`src/rtl/regfile_pkg.sv`:
```
// Shared types for the handshaked register file: error codes and response FSM states.
// Parity support in the design is enabled by defining REGFILE_PARITY_EN.
package regfile_pkg;

  // PAR and COLL share code 3; Cmd_ERR vs RdData_ERR tells them apart.
  typedef enum logic [1:0] {
    ERR_OK       = 2'd0,
    ERR_ADDR     = 2'd1,
    ERR_RO       = 2'd2,
    ERR_PAR_COLL = 2'd3
  } err_code_e;

  localparam err_code_e ERR_PAR  = ERR_PAR_COLL;
  localparam err_code_e ERR_COLL = ERR_PAR_COLL;

  typedef enum logic {
    ST_IDLE = 1'b0,
    ST_HOLD = 1'b1
  } rsp_state_e;

endpackage

```
`src/rtl/regfile_parity.sv`:
```
// Even-parity generator over one register entry; used for write, read-check and reset image
// when REGFILE_PARITY_EN is defined.
module regfile_parity #(
  parameter int DATA_WIDTH = 8
) (
  input  logic [DATA_WIDTH-1:0] data,
  output logic                  par
);
  assign par = ^data;
endmodule

```
`src/rtl/regfile_hs.sv`:
```
// Handshaked DEPTH x DATA_WIDTH register bank with masked writes, RO protection and error codes.
// Define REGFILE_PARITY_EN to store/check per-entry even parity and expose PAR_INJ.
module regfile_hs
  import regfile_pkg::*;
#(
  parameter int                              DATA_WIDTH = 8,
  parameter int                              DEPTH      = 16,
  parameter int                              ADDR       = 4,
  parameter int                              NUM_DIRECT = 4,
  parameter logic [DEPTH*DATA_WIDTH-1:0]     RST_VAL    = (DEPTH*DATA_WIDTH)'(32'h2081_0000),
  parameter logic [DEPTH-1:0]                RO_MASK    = '0
) (
  input  logic                             CLK,
  input  logic                             RST,
  input  logic                             WrEn,
  input  logic                             RdEn,
  input  logic [ADDR-1:0]                  Address,
  input  logic [DATA_WIDTH-1:0]            WrData,
  input  logic [DATA_WIDTH-1:0]            WrMask,
  output logic                             Req_RDY,
  output logic [DATA_WIDTH-1:0]            RdData,
  output logic                             RdData_VLD,
  input  logic                             Rsp_RDY,
  output logic                             RdData_ERR,
  output logic                             Cmd_ERR,
  output logic [1:0]                       ErrCode,
`ifdef REGFILE_PARITY_EN
  input  logic                             PAR_INJ,
`endif
  output logic [NUM_DIRECT*DATA_WIDTH-1:0] REG_OUT
);

  localparam logic [ADDR:0] DEPTH_L = (ADDR+1)'(DEPTH);

  logic [DEPTH-1:0][DATA_WIDTH-1:0] reg_arr;
  rsp_state_e                       state;

  logic                  acc_wr, acc_rd, coll, addr_ok, ro_hit, wr_ok, par_bad;
  logic [ADDR-1:0]       idx;
  logic [DATA_WIDTH-1:0] cur, wr_new;

  // A new command can only land when the held response retires in the same edge.
  assign Req_RDY    = (state == ST_IDLE) || Rsp_RDY;
  assign RdData_VLD = (state == ST_HOLD);

  assign coll    = WrEn & RdEn & Req_RDY;
  assign acc_wr  = WrEn & ~RdEn & Req_RDY;
  assign acc_rd  = RdEn & ~WrEn & Req_RDY;
  assign addr_ok = {1'b0, Address} < DEPTH_L;
  assign idx     = addr_ok ? Address : '0;
  assign cur     = reg_arr[idx];
  assign ro_hit  = RO_MASK[idx];
  assign wr_new  = (cur & ~WrMask) | (WrData & WrMask);
  assign wr_ok   = acc_wr & addr_ok & ~ro_hit;

  for (genvar i = 0; i < NUM_DIRECT; i++) begin : g_direct
    assign REG_OUT[i*DATA_WIDTH +: DATA_WIDTH] = reg_arr[i];
  end

`ifdef REGFILE_PARITY_EN
  logic [DEPTH-1:0] par_arr, par_rst;
  logic             par_new, par_cur;

  regfile_parity #(.DATA_WIDTH(DATA_WIDTH)) u_par_wr (.data(wr_new), .par(par_new));
  regfile_parity #(.DATA_WIDTH(DATA_WIDTH)) u_par_rd (.data(cur),    .par(par_cur));

  for (genvar i = 0; i < DEPTH; i++) begin : g_par_rst
    regfile_parity #(.DATA_WIDTH(DATA_WIDTH)) u_par (
      .data(RST_VAL[i*DATA_WIDTH +: DATA_WIDTH]),
      .par (par_rst[i])
    );
  end

  assign par_bad = par_cur ^ par_arr[idx];

  always_ff @(posedge CLK or negedge RST) begin
    if (!RST)       par_arr      <= par_rst;
    else if (wr_ok) par_arr[idx] <= par_new ^ PAR_INJ;
  end
`else
  assign par_bad = 1'b0;
`endif

  always_ff @(posedge CLK or negedge RST) begin
    if (!RST) begin
      reg_arr    <= RST_VAL;
      state      <= ST_IDLE;
      RdData     <= '0;
      RdData_ERR <= 1'b0;
      Cmd_ERR    <= 1'b0;
      ErrCode    <= ERR_OK;
    end else begin
      Cmd_ERR <= 1'b0;
      if (state == ST_HOLD && Rsp_RDY) state <= ST_IDLE;
      if (coll) begin
        Cmd_ERR <= 1'b1;
        ErrCode <= ERR_COLL;
      end else if (acc_wr) begin
        if (!addr_ok) begin
          Cmd_ERR <= 1'b1;
          ErrCode <= ERR_ADDR;
        end else if (ro_hit) begin
          Cmd_ERR <= 1'b1;
          ErrCode <= ERR_RO;
        end else begin
          reg_arr[idx] <= wr_new;
        end
      end else if (acc_rd) begin
        state <= ST_HOLD;
        if (!addr_ok) begin
          RdData     <= '0;
          RdData_ERR <= 1'b1;
          ErrCode    <= ERR_ADDR;
        end else begin
          // Data is still returned on a parity mismatch.
          RdData     <= cur;
          RdData_ERR <= par_bad;
          ErrCode    <= par_bad ? ERR_PAR : ERR_OK;
        end
      end
    end
  end

endmodule
```
`config.mk`:
```
export PLATFORM = sky130hd
export DESIGN_NAME = regfile_hs
export DESIGN_NICKNAME = d
export VERILOG_FILES = /design/src/rtl/regfile_pkg.sv /design/src/rtl/regfile_parity.sv /design/src/rtl/regfile_hs.sv
export SDC_FILE = /design/constraint.sdc
export NUM_CORES = 1
export LEC_CHECK = 0
export CAP_MARGIN = 15
export CELL_PAD_IN_SITES_DETAIL_PLACEMENT = 0
export CELL_PAD_IN_SITES_GLOBAL_PLACEMENT = 1
export CORE_MARGIN = 2
export CORE_UTILIZATION = 48
export CTS_BUF_LIST = sky130_fd_sc_hd__clkbuf_8
export CTS_CLUSTER_DIAMETER = 50
export DETAILED_ROUTE_END_ITERATION = 6
export HOLD_SLACK_MARGIN = 0.05
export PLACE_DENSITY_LB_ADDON = 0.1
export SLEW_MARGIN = 40
export SYNTH_ARGS = -nofsm -noshare
export SYNTH_HDL_FRONTEND = slang
export SYNTH_SLANG_ARGS = --single-unit
```
`constraint.sdc`:
```
create_clock -name CLK -period 1.9 [get_ports CLK]
set_input_delay 0.38 -clock CLK [delete_from_list [all_inputs] [get_ports CLK]]
set_output_delay 0.38 -clock CLK [all_outputs]
set_load 0.01 [all_outputs]
```
Yosys cells after proc, flatten, opt, wreduce, memory -nomap -nowiden
Memory sizes are Yosys's and may differ from the RTL's.
Cells that the tools add are included.
{"block": "op_classes", "n_lt_le_gt_ge": 2, "eq_ne": 1, "muxes": 17, "n_bitwise": 16, "n_reduce_logical": 7}
{"op": "$bwmux 128", "n": 1}
{"op": "$bmux 8 s4", "n": 1}
{"op": "$demux 8 s4", "n": 1}
{"op": "$and 8x8->8", "n": 2}
{"op": "$mux 8", "n": 2}
{"op": "$mux 1", "n": 8}
{"op": "$mux 2", "n": 4}
{"op": "$not 8->8", "n": 1}
{"op": "$or 8x8->8", "n": 1}
{"op": "$and 1x1->1", "n": 6}
{"op": "$not 1->1", "n": 6}
{"op": "$reduce_and 3->1", "n": 2}
{"op": "$lt 4x5->1 const B", "n": 1}
{"op": "$ge 4x1->1 const B", "n": 1}
{"op": "$ne 3x1->1 const B", "n": 1}
{"op": "$reduce_bool 3->1", "n": 1}
{"op": "$logic_and 1x1->1", "n": 2}
{"op": "$reduce_and 2->1", "n": 1}
{"op": "$logic_or 1x1->1", "n": 1}
{"block": "totals", "reg_bits": 140, "romBits": 16, "in_bits": 25, "output_inout_bits": 46, "word_cells": 64, "mem_count": 1}
{"memory": "(no name shown)", "words": 16, "word_bits": 1, "read_ports": 1, "rd_clocked_by_memory_dff": 0, "wr": 0, "line_no": "regfile_hs.sv:52", "rtl": "assign ro_hit = RO_MASK[idx];"}

Logic depth before layout (Yosys ltp)
{"block": "logic_depth", "depth_word": 6, "mapped_depth": 8, "mapped_depth_nobuf": 5}

Least setup slack after synthesis
No wires, ideal clock.
{"block": "synth_path", "path_kind": "reg2reg", "from": "register state, in the netlist RdData_VLD", "to": "register reg_arr[80] in the netlist's numbering", "setup_time_ns": 0.125, "arrival_ns": 1.632, "required_ns": 1.775, "setup_slack_ns": 0.144, "path_stages_with_launch": 7, "path_buffers": 1, "synth_period_minus_slack_ns": 1.756, "cell_sequence": "dfrtp_1 > nor2b_1 > buf_2 > inv_2 > nand4b_1 > nor2_2 > mux2_2"}
{"block": "synth_via", "elab_chain_cells": 5, "elab_cells_between_ends": 6, "cone_classes": "bitwise (4); reduce/logical (2)"}
{"element": "start, declared", "line_no": "regfile_hs.sv:36", "rtl": "rsp_state_e state;"}
{"element": "start signal, assigned", "line_no": "regfile_hs.sv:87", "rtl": "state <= ST_IDLE;"}
{"element": "start signal, assigned", "line_no": "regfile_hs.sv:94", "rtl": "if (state == ST_HOLD && Rsp_RDY) state <= ST_IDLE;"}
{"element": "start signal, assigned", "line_no": "regfile_hs.sv:109", "rtl": "state <= ST_HOLD;"}
{"element": "$not 1->1 (*)", "line_no": "regfile_hs.sv:43", "rtl": "assign Req_RDY = (state == ST_IDLE) || Rsp_RDY;"}
{"element": "$logic_or 1x1->1 (*)", "line_no": "regfile_hs.sv:43"}
{"element": "net Req_RDY", "line_no": "regfile_hs.sv:20", "rtl": "output logic Req_RDY,"}
{"element": "$and 1x1->1", "line_no": "regfile_hs.sv:46", "rtl": "assign coll = WrEn & RdEn & Req_RDY;"}
{"element": "$not 1->1 (no line)"}
{"element": "$reduce_and 3->1 (no line) (*)"}
{"element": "end signal, assigned by index", "line_no": "regfile_hs.sv:106", "rtl": "reg_arr[idx] <= wr_new;"}
{"element": "end, declared", "line_no": "regfile_hs.sv:35", "rtl": "logic [DEPTH-1:0][DATA_WIDTH-1:0] reg_arr;"}
The timed path passes the listed nets; every way through them passes the cells marked *.
A chain may end at the register's enable or synchronous reset.

Worst setup path in the final report
{"block": "layout_path", "from": "input Address[0]", "to": "register reg_arr[38] in the netlist's numbering"}
{"block": "layout_via", "elab_chain_cells": 5, "elab_cells_between_ends": 14, "cone_classes": "order compare (2); mux (6); bitwise (3); reduce/logical (2); memory (1)"}
{"element": "start, declared", "line_no": "regfile_hs.sv:17", "rtl": "input logic [ADDR-1:0] Address,"}
{"element": "$lt 4x5->1 (not written as such) (tied with other cells)", "line_no": "regfile_hs.sv:106"}
{"element": "$logic_and 1x1->1 (not written as such) or $mux 8 (tied branches)", "line_no": "regfile_hs.sv:106, regfile_hs.sv:51"}
{"element": "$mux 8 (not written as such) or $and 8x8->8 (tied branches)", "line_no": "regfile_hs.sv:106, regfile_hs.sv:53"}
{"element": "$demux 8 s4 or $or 8x8->8 (tied branches)", "line_no": "regfile_hs.sv:106, regfile_hs.sv:53"}
{"element": "$bwmux 128", "line_no": "regfile_hs.sv:106"}
Parallel ways exist; a longest one is shown, timed or not. The select of a mux whose other input is x is not followed.

==> run_results.csv <==
group,metric,value,unit
run_status,outcome,"completed",
cells_and_area,antennaDiodeCount,0,
cts,ctsRootBufferMaster,"clkbuf_8",
cells_and_area,fin_cells,933,
run,maxCapViolCount,0,
floorplanning,core_region_area,0.0151,mm²
sta,skew,0.0127,ns
cells_and_area,fin_util,60.3,%
setup_path,path_class,"in2reg",
setup_path,reg2regPathDepth,5,
cts,worst_skew_pair.late_latency,0.45,ns
floorplanning,fp-row-count,45,
sta,setup_tns,0,ns
grt,antenna_found_initial,0,
grt,gr-total-overflow,0,
pwr,power_density,961,mW/mm²
sta,setup_viol,0,
cts,clkSlewWorstSetupHoldPaths,0.07,ns
grt,grt_pass1_wl,32500,µm
cts,cts_setup_buffers,0,
min_path,worstHoldPathType,"in2async",
setup_path,worstPathArrival,2.21,ns
pwr,pwr-share-seq,45.6,%
grt,grt_pass1_vias,5785,
route,vias,5639,
pwr,pwr-share-comb,25.3,%
sta,rsz0062_at_grt,"false",
route,viasPerCell,6.04,
pwr,p_total,8.75,mW
grt,track_usage,26.7,%
route,avgRoutedWirePerCell,22.1,µm
sta,max_freq,0.542,GHz
placement,portBuffers,69,
setup_path,required,2.27,ns
grt,grt_start_max_net_pins,54,
pwr,switchingPower,2.68,mW
sta,hold_viol,0,
setup_path,cp-startpoint,"Address[0]",
yosys,ys_seq_area_share,47.7,%
yosys,postSynthCellCount,622,
cells_and_area,layout_commonest_cell,"dfrtp_1",
sta,holdWs,0.421,ns
sta,period_needed,1.85,ns
placement,gp_congestion,0.807,
pwr,p_int,6.08,mW
route,routed_wl,20600,µm
cts,clockBufferDepth,2,
floorplanning,chipHeight,128,µm
yosys,syn-num-nets,647,
floorplanning,dieArea,0.0163,mm²
yosys,yosys_warnings,0,
yosys,syn-cell-area,0.00735,mm²
cells_and_area,multi_input_area,0.00331,mm²
route,drt-initial-drc-count,393,
cells_and_area,final-seq-area,0.00351,mm²
cts,cts_buffers,17,
cells_and_area,final_cell_mix,"137 x dfrtp_1, 80 x a21oi_1, 80 x buf_4, 72 x a31oi_1, 64 x mux2i_1",
yosys,synth_top_area_cell,"dfrtp_1",
placement,dp_hpwl,14500,µm
cts,htree_levels,4,
cts,tritoncts,"done",
setup_path,reg2reg_from,"RdData_VLD",
setup_path,reg2reg_slack,0.16,ns
yosys,synth.area.top_cells,"dfrtp_1 47%, mux2i_1 8.7%, mux2_2 8.6%",
route,postRouteAntennaNets,0,
setup_path,cp_max_fo,9,
pwr,power.share.switching,30.6,%
cells_and_area,drive_gt1_share,32.9,%
sta,slew_viol_final,0,
pwr,p_leak,4.05,nW
setup_path,endpoint_kind,"register",
cells_and_area,nNetsFinal,757,
route,first_pass_iters,5,
floorplanning,start_util,48.7,%
setup_path,r2r-end,"REG_OUT[22]",
yosys,synth_cell_types,44,
floorplanning,io_pins,71,
pwr,ir_drop,0.638,mV
yosys,yosys.area.top_type_share,46.7,%
cells_and_area,fillers,1245,
cts,cts.sinks,140,
yosys,postSynthAreaPerCell,11.8,µm²
setup_path,startpoint_type,"input port",
route,drc,0,
sta,period_share,97.2,%
cells_and_area,area_delta_synth_final,23.9,%
pwr,pwr-share-clk,29.1,%
floorplanning,die_x,128,µm
yosys,synth_seq_cells,140,
placement,dp_cells,900,
## metrics by stage
step	worst slack (ns)	cell area [µm²]
final	0.0534	9100
after CTS	0.0685	9090
after floorplan	0.144	7350
after global placement	-0.439	8660
after detailed placement	-0.571	8660
after global routing	0.00208	9100
## area by class of cell
class	instances	area share, %
clock inverter	14	1.88
tap	188	2.58
clock buffer	18	2.72
multi-input combinational	405	36.4
sequential	140	38.5
timing repair buffer	165	17.8
inverter	3	0.124
## how the worst max path moves through the flow
stage	cells past startpoint	endpoint
after floorplan	6	reg_arr[80]
final	8	reg_arr[38]
after global routing	7	reg_arr[63]
after CTS	7	reg_arr[48]
after detailed placement	5	REG_OUT[22]
after global placement	5	reg_arr[74]
## sequential cells by signal, indices dropped and copies added (netlist names)
register	cells
RdData	8
Cmd_ERR	1
ErrCode	2
RdData_VLD	1
REG_OUT	32
reg_arr	96
## synthesized netlist by cell type (all sizes together)
cell	n
and2	4
nor2	27
a32oi	8
clkbuf	13
nand2b	3
conb	1
dfrtp	137
nand2	9
and4	1
o21ai	1
nand4b	10
mux2	56
nor2b	4
and2b	1
a22oi	32
nand4	1
nor3	2
nor4b	2
a31oi	72
nor4	1
buf	61
mux2i	64
nand3b	9
nand3	9
a21oi	80
dfstp	3
a32o	8
inv	3
## power groups by stage
stage	clock network (mW)	logic, mW	registers [mW]
after floorplan	0	1.49	3.94
after global routing	2.73	2.42	4.06
after detailed placement	0	2.21	4.03
final	2.54	2.22	3.99
after CTS	2.58	2.22	3.98
after global placement	0	2.15	4.00
## timing repair
| action | 4_1_cts | 5_1_grt |
|---|---|---|
| gates resized for setup | 8 | 4 |
| hold endpoints to repair | 40 | 0 |
| hold buffers | 1 | 0 |
| endpoints found under the setup margin | 47 | 10 |
| gates cloned | 0 | 0 |
## critical path: stages
cell	delay, ns
clkdlybuf4s50_1	0.52
buf_4	0.21
nor2_4	0.08
buf_4	0.15
a22oi_1	0.34
a32oi_2	0.17
buf_4	0.20
a31oi_1	0.16
## metal layers
metal	vias to the layer above	part of all wire (%)	wire (µm)	GRT usage [%]
met1	2856	45	9230	35.8
met5	-	0	0	0
li1	2560	-	-	-
met2	187	48	9950	43.3
met4	0	2.1	443	9.50
met3	36	4.8	986	5.47
## kinds of logic after synthesis
logic type | share of synthesized area [%]
AO/OA/AOI/OAI | 19.2
buffers and inverters | 7.63
flip-flops | 47.7
other | 0.0510
AND/OR/NAND/NOR | 8.12
multiplexers | 17.3
Note: power is estimated with default switching activity, not from simulation.
